$ cat config.mk
export PLATFORM = sky130hd
export DESIGN_NAME = pipe_stage_if
export DESIGN_NICKNAME = d
export VERILOG_FILES = /design/src/rtl/pipe_stage_if_pkg.sv /design/src/rtl/mux4x32.sv /design/src/rtl/pipe_stage_if_pc_next_mux.sv /design/src/rtl/pipe_stage_if.sv
export SDC_FILE = /design/constraint.sdc
export NUM_CORES = 1
export LEC_CHECK = 0
export CAP_MARGIN = 20
export CORE_MARGIN = 10
export CORE_UTILIZATION = 30
export CTS_CLUSTER_DIAMETER = 80
export DETAILED_ROUTE_END_ITERATION = 8
export SETUP_SLACK_MARGIN = 0.05
export SLEW_MARGIN = 20
export SYNTH_ARGS = -nofsm -noshare
export SYNTH_HDL_FRONTEND = slang
export SYNTH_HIERARCHICAL = 1
export SYNTH_SLANG_ARGS = --single-unit
$ cat constraint.sdc
create_clock -name clock -period 3.6 [get_ports clock]
set_clock_uncertainty 0.2 [all_clocks]
set_input_delay 0.36 -clock clock [delete_from_list [all_inputs] [get_ports clock]]
set_output_delay 0.36 -clock clock [all_outputs]
set_load 0.005 [all_outputs]
$ cat src/rtl/pipe_stage_if_pkg.sv
// Shared definitions for the instruction-fetch stage: PC-source codes and fetch FSM states.
package pipe_stage_if_pkg;

    localparam logic [1:0] PCSRC_SEQ = 2'b00;
    localparam logic [1:0] PCSRC_BR  = 2'b01;
    localparam logic [1:0] PCSRC_JR  = 2'b10;
    localparam logic [1:0] PCSRC_J   = 2'b11;

    typedef enum logic {
        StRun  = 1'b0,
        StPend = 1'b1
    } fetch_state_e;

    function automatic logic [31:0] pc_inc(input logic [31:0] pc);
        return pc + 32'd4;
    endfunction

endpackage

$ cat src/rtl/mux4x32.sv
// Generic 4:1 multiplexer, 32 bits wide.
module mux4x32 (
    input  logic [31:0] a0_i,
    input  logic [31:0] a1_i,
    input  logic [31:0] a2_i,
    input  logic [31:0] a3_i,
    input  logic [1:0]  sel_i,
    output logic [31:0] y_o
);

    always_comb begin
        y_o = a0_i;
        unique case (sel_i)
            2'b00:   y_o = a0_i;
            2'b01:   y_o = a1_i;
            2'b10:   y_o = a2_i;
            2'b11:   y_o = a3_i;
            default: y_o = a0_i;
        endcase
    end

endmodule

$ cat src/rtl/pipe_stage_if_pc_next_mux.sv
// Next-PC selection on pcsource: sequential, branch, register (jr) or jump target.
module pipe_stage_if_pc_next_mux
    import pipe_stage_if_pkg::*;
(
    input  logic [31:0] pc_plus_4_i,
    input  logic [31:0] branch_target_i,
    input  logic [31:0] jr_target_i,
    input  logic [31:0] jump_target_i,
    input  logic [1:0]  pcsource_i,
    output logic [31:0] next_pc_o
);

    mux4x32 u_mux (
        .a0_i  (pc_plus_4_i),
        .a1_i  (branch_target_i),
        .a2_i  (jr_target_i),
        .a3_i  (jump_target_i),
        .sel_i (pcsource_i),
        .y_o   (next_pc_o)
    );

endmodule

$ cat src/rtl/pipe_stage_if.sv
// Instruction-fetch stage with IF/ID register; latches a redirect that arrives while the
// delay-slot fetch is still waiting on instruction memory.
module pipe_stage_if
    import pipe_stage_if_pkg::*;
#(
    parameter logic [31:0] RESET_PC = 32'h0000_0000,
    parameter logic [31:0] NOP_INST = 32'h0000_0000
) (
    input  logic        clock,
    input  logic        resetn,
    input  logic        wpcir,
    input  logic [1:0]  pcsource,
    input  logic [31:0] branch_target,
    input  logic [31:0] jr_target,
    input  logic [31:0] jump_target,
    output logic [31:0] imem_addr,
    input  logic [31:0] imem_rdata,
    input  logic        imem_ready,
    output logic [31:0] ID_pc_plus_4,
    output logic [31:0] inst_stored,
    output logic        ID_valid,
    output logic        redirect_pend
);

    fetch_state_e state_q, state_d;
    logic [31:0]  pc_q, pc_d;
    logic [31:0]  pend_tgt_q, pend_tgt_d;
    logic [31:0]  id_pc4_q, id_pc4_d;
    logic [31:0]  inst_q, inst_d;
    logic         valid_q, valid_d;
    logic [31:0]  pc_plus_4;
    logic [31:0]  next_pc;

    assign pc_plus_4 = pc_inc(pc_q);

    pipe_stage_if_pc_next_mux u_pc_next_mux (
        .pc_plus_4_i     (pc_plus_4),
        .branch_target_i (branch_target),
        .jr_target_i     (jr_target),
        .jump_target_i   (jump_target),
        .pcsource_i      (pcsource),
        .next_pc_o       (next_pc)
    );

    always_comb begin
        state_d    = state_q;
        pc_d       = pc_q;
        pend_tgt_d = pend_tgt_q;
        id_pc4_d   = id_pc4_q;
        inst_d     = inst_q;
        valid_d    = valid_q;
        if (wpcir) begin
            id_pc4_d = pc_plus_4;
            if (!imem_ready) begin
                // Delay slot not fetched yet: bubble into ID, park any redirect until it arrives.
                inst_d  = NOP_INST;
                valid_d = 1'b0;
                if (pcsource != PCSRC_SEQ) begin
                    pend_tgt_d = next_pc;
                    state_d    = StPend;
                end
            end else begin
                inst_d  = imem_rdata;
                valid_d = 1'b1;
                if (state_q == StPend) begin
                    pc_d    = pend_tgt_q;
                    state_d = StRun;
                end else begin
                    pc_d = next_pc;
                end
            end
        end
    end

    always_ff @(posedge clock or negedge resetn) begin
        if (!resetn) begin
            state_q    <= StRun;
            pc_q       <= RESET_PC;
            pend_tgt_q <= RESET_PC;
            id_pc4_q   <= pc_inc(RESET_PC);
            inst_q     <= NOP_INST;
            valid_q    <= 1'b0;
        end else begin
            state_q    <= state_d;
            pc_q       <= pc_d;
            pend_tgt_q <= pend_tgt_d;
            id_pc4_q   <= id_pc4_d;
            inst_q     <= inst_d;
            valid_q    <= valid_d;
        end
    end

    assign imem_addr     = pc_q;
    assign ID_pc_plus_4  = id_pc4_q;
    assign inst_stored   = inst_q;
    assign ID_valid      = valid_q;
    assign redirect_pend = (state_q == StPend);

endmodule

==> flow_results.org <==
** GRT
- Initial antenna violation count :: 2
- Grt ovf :: 0
- GR Util All Layers :: 0.1538
- Via count of the first global-routing pass :: 5661
- The first global-routing pass estimated 34.12 mm of wire.
- Maximum number of pins on one net before global-route repair :: 77

** CTS
- The clock drives 130 sinks.
- # H-tree levels :: 4
- Gates resized during post-CTS repair numbered 0.
- The clock passes through at most 2 buffers.
- Clock-pin slew was measured on the worst setup and hold paths at 0.06 ns.
- Total clock buffers created by CTS :: 17
- For the worst-skew pair, the clock arrives at the later sink with an insertion delay of 0.42 ns.
- Clk Tree Root Cell :: sky130_fd_sc_hd__clkbuf_16
- TritonCTS built the clock tree.
- After clock tree synthesis, the flow added hold-fix buffers numbering 1.
- # Post-CTS Setup Buffers :: 0

** Layout
- The repair_antennas step left the layout with diodes totalling 0.
- The final layout contains 948 nets.
- Measured on the finished design, the core utilization comes to 0.4479.
- Area growth from synthesis to layout :: 46.17%
- In the final layout, the multi-input gates occupy 3092 um2.
- Most frequent cells in the layout :: 227 x sky130_fd_sc_hd__clkdlybuf4s50_1, 128 x sky130_fd_sc_hd__dfrtp_1, 50 x sky130_fd_sc_hd__nor2_1, 50 x sky130_fd_sc_hd__mux2_2, 39 x sky130_fd_sc_hd__inv_1
- Non-filler instance count after layout :: 1106
- Share of cells above drive strength 1 :: 0.1671
- Most frequent standard cell in the layout excluding fill and tap cells :: sky130_fd_sc_hd__clkdlybuf4s50_1
- Sequential cell area in the final layout :: 3256 um2
- Fillcell total :: 2079

** Worst setup path
- Required time at the worst-slack endpoint :: 3.70 ns
- Largest delay contributor family on the critical path :: simple AND/OR/NAND/NOR gates
- Data on the critical path arrives at its endpoint at 3.14 ns.
- Largest incremental delay on the critical path :: 0.63 ns
- The critical path runs through a total of 7 cells.
- CP Capture Type :: flop
- Critical path buffers and inverters :: 0
- Worst Reg2Reg Path Length in Cells :: 7
- Critical Setup Path Class :: reg -> reg
- In this run the worst path has a maximum fanout of 8.
- The slowest stage of the critical path belongs to the cell sky130_fd_sc_hd__or4_1.
- Sort of element at the start of the critical path :: flop
- Cells along the critical path :: ha_1 > nand3_1 > or4_1 > o31ai_1 > nand2_1 > mux4_2 > mux2_2

** Pwr
- Sequential cell fraction of total power :: 0.391
- Power consumption :: 0.005334 W
- Internal portion of total power :: 0.003754 W
- Of the total power, combinational logic draws 0.296.
- Part of the power in the clock network :: 0.313
- In this run the static leakage power is 3.948 nW.
- Largest voltage drop on the vdd net :: 0.2710 mV
- Power per standard cell area :: 542.3 nW/um2
- Switching part of the total power :: 0.2963
- Summed over all nets, the switching power comes to 0.001580 W.

** Synth
- Counting every net in the synthesized netlist gives 732.
- For this run, the register share of the synthesized area comes to 0.4836.
- The synthesized design contains 130 register bits.
- The synthesized design contains 0 enable-type register cells.
- The netlist uses 37 different library cells.
- Async S/R FF share, synth :: 1.000
- Number of instances in the synthesized netlist :: 597
- During synthesis, Yosys emitted a total of 6 warnings.
- The most used flip-flop cell after synthesis is sky130_fd_sc_hd__dfrtp_1.
- In this run the cell area of the synthesized design comes to 6729 um2.
- A synthesized cell averages 11.27 um2.

** Place
- During placement, the flow inserted port buffers numbering 231.
- Number of cells after detailed placement :: 1073
- Total half-perimeter wirelength after legalization and detailed placement :: 16.50 mm
- At the end of routability-driven placement, the weighted congestion stood at 0.7787.

** Routing
- Total number of vias :: 5446
- The first TritonRoute pass finished after 4 iterations.
- Violation count after the first detailed-routing iteration :: 421
- Total Routed Length :: 22.22 mm
- In the routed design, unresolved DRC markers number 0.
- Using the TritonRoute via totals, the vias-per-cell ratio works out to 4.924.
- Post-route ant nets :: 0
- After detailed routing, the average wire length per cell comes to 20.09 um.

** STA
- RSZ-0062 raised after global routing :: false
- Setup violations remaining at the end of the flow were counted as 0.
- At the pin with the least slew margin, the transition time is 0.7470 ns.
- Number of pins exceeding their max-slew limit in the final report :: 0
- Counting I/O delays and the setup requirement, the final critical path takes 3.037 ns.
- Across all hold checks on the routed design, the worst slack comes to 0.2171 ns.
- The number of failing hold endpoints at the final stage is 0.
- Share of the cycle needed by the critical path after routing :: 0.8436
- Timing would allow up to 329.3 MHz.
- Max transition margin :: 0.5020
- Setup total negative slack on the finished layout was measured at 0 ns.

** Die
- The floorplan has 54 rows.
- In this run the vertical extent of the chip is 169.8 um.
- From left edge to right edge, the die measures 169.8 um.
- The die covers 28820 um2.
- Pin placement for this block handled 232 I/O pins.
- Core Box Area :: 21960 um2
- The initial utilization of the core area, before any placement, comes to 0.3064.

** Flow run
- Total of max-cap violations :: 0

** Status
- Status :: complete, no violations

** Min path
- Hold depth :: 3
- The min-delay analysis places its worst path in the category in -> reg.
[metrics by stage]
| step | setup slack, ns | area [um2] |
|---|---|---|
| floorplan | 0.8796 | 6729 |
| global placement | 0.6229 | 9258 |
| detailed placement | 0.5412 | 9258 |
| CTS | 0.5385 | 9836 |
| global route | 0.3412 | 9836 |
| finish | 0.5631 | 9836 |
[registers in the layout, summed over array words and instances, names as in the netlist]
| signal | cells |
|---|---|
| imem_addr | 32 |
| ID_valid | 1 |
| pend_tgt_q | 32 |
| redirect_pend | 1 |
| ID_pc_plus_4 | 32 |
| inst_stored | 32 |
[routing by layer]
layer  track usage  routed length (um)  part of all wire
met5             0                   7           0.00032
met4       0.04159                 204            0.0092
met3       0.06816                2395              0.11
met2        0.2345                9849              0.44
met1        0.1939                9760              0.44
[worst min-delay path, stage by stage]
cell	delay (ns)
sky130_fd_sc_hd__buf_4	0.12
sky130_fd_sc_hd__o21ai_0	0.19
sky130_fd_sc_hd__a21oi_1	0.10
[logic make-up after synthesis]
family / count (synthesis) / share of synthesized area
and+or+nand+nor: 158 / 0.1192
AOI/OAI and AO/OA: 96 / 0.07940
adders and majority gates: 1 / 0.001859
DFF: 130 / 0.4836
xor gates and xnor gates: 14 / 0.01822
muxes: 114 / 0.2395
buffers and inverters: 84 / 0.05820
[cells in the mapped netlist (3+ instances only)]
| cell | n | area share |
|---|---|---|
| sky130_fd_sc_hd__dfrtp_1 | 129 | 0.48 |
| sky130_fd_sc_hd__nor2_1 | 51 | 0.028 |
| sky130_fd_sc_hd__mux2_2 | 50 | 0.084 |
| sky130_fd_sc_hd__inv_1 | 39 | 0.022 |
| sky130_fd_sc_hd__nand3_1 | 37 | 0.028 |
| sky130_fd_sc_hd__o21ai_0 | 36 | 0.027 |
| sky130_fd_sc_hd__a21oi_1 | 33 | 0.025 |
| sky130_fd_sc_hd__mux2i_1 | 32 | 0.048 |
| sky130_fd_sc_hd__mux4_2 | 30 | 0.10 |
| sky130_fd_sc_hd__nand2_1 | 25 | 0.014 |
| sky130_fd_sc_hd__clkbuf_1 | 24 | 0.013 |
| sky130_fd_sc_hd__a31oi_1 | 14 | 0.013 |
| sky130_fd_sc_hd__nand4_1 | 11 | 0.010 |
| sky130_fd_sc_hd__buf_1 | 10 | 0.0056 |
| sky130_fd_sc_hd__o31ai_1 | 10 | 0.011 |
| sky130_fd_sc_hd__xor2_1 | 10 | 0.013 |
| sky130_fd_sc_hd__or4_1 | 7 | 0.0078 |
| sky130_fd_sc_hd__or4_4 | 5 | 0.0084 |
| sky130_fd_sc_hd__buf_2 | 4 | 0.0030 |
| sky130_fd_sc_hd__nor3_1 | 4 | 0.0030 |
| sky130_fd_sc_hd__or3_1 | 4 | 0.0037 |
| sky130_fd_sc_hd__xnor2_1 | 4 | 0.0052 |
| sky130_fd_sc_hd__and4_1 | 3 | 0.0039 |
| sky130_fd_sc_hd__buf_12 | 3 | 0.0089 |
| sky130_fd_sc_hd__nor4_1 | 3 | 0.0028 |
[path summary, 6_finish.rpt]
path                                               endpoint                       start  slack, ns
worst max register to register   pend_tgt_q[26]$_DFFE_PN0P_    imem_addr[2]$_DFFE_PN0P_       0.56
max in group asynchronous       ID_pc_plus_4[2]$_DFFE_PN1P_                      resetn       2.00
worst min-delay path              redirect_pend$_DFFE_PN0P_                       wpcir       0.22
worst min register to register   pend_tgt_q[29]$_DFFE_PN0P_  pend_tgt_q[29]$_DFFE_PN0P_       0.30
min in group asynchronous       inst_stored[26]$_DFFE_PN0P_                      resetn       0.35
worst max-delay path             pend_tgt_q[26]$_DFFE_PN0P_    imem_addr[2]$_DFFE_PN0P_       0.56
[final cells by class]
| class | count | area share |
|---|---|---|
| sequential | 130 | 0.3310 |
| multi-input combinational | 383 | 0.3143 |
| timing repair buffer | 242 | 0.2464 |
| clock buffer | 23 | 0.04961 |
| tap | 280 | 0.03562 |
| inverter | 39 | 0.01488 |
| clock inverter | 9 | 0.008141 |
[power by group through the flow]
stage          Combinational (W)  Clock, W  Sequential [W]
4_1_cts                  0.00161   0.00172         0.00209
3_3_place_gp             0.00160         0         0.00209
3_5_place_dp             0.00160         0         0.00211
2_1_floorplan           0.000749         0         0.00205
5_1_grt                  0.00174   0.00179         0.00214
6_report                 0.00158   0.00167         0.00208
Power figures use the tool's default switching activity.
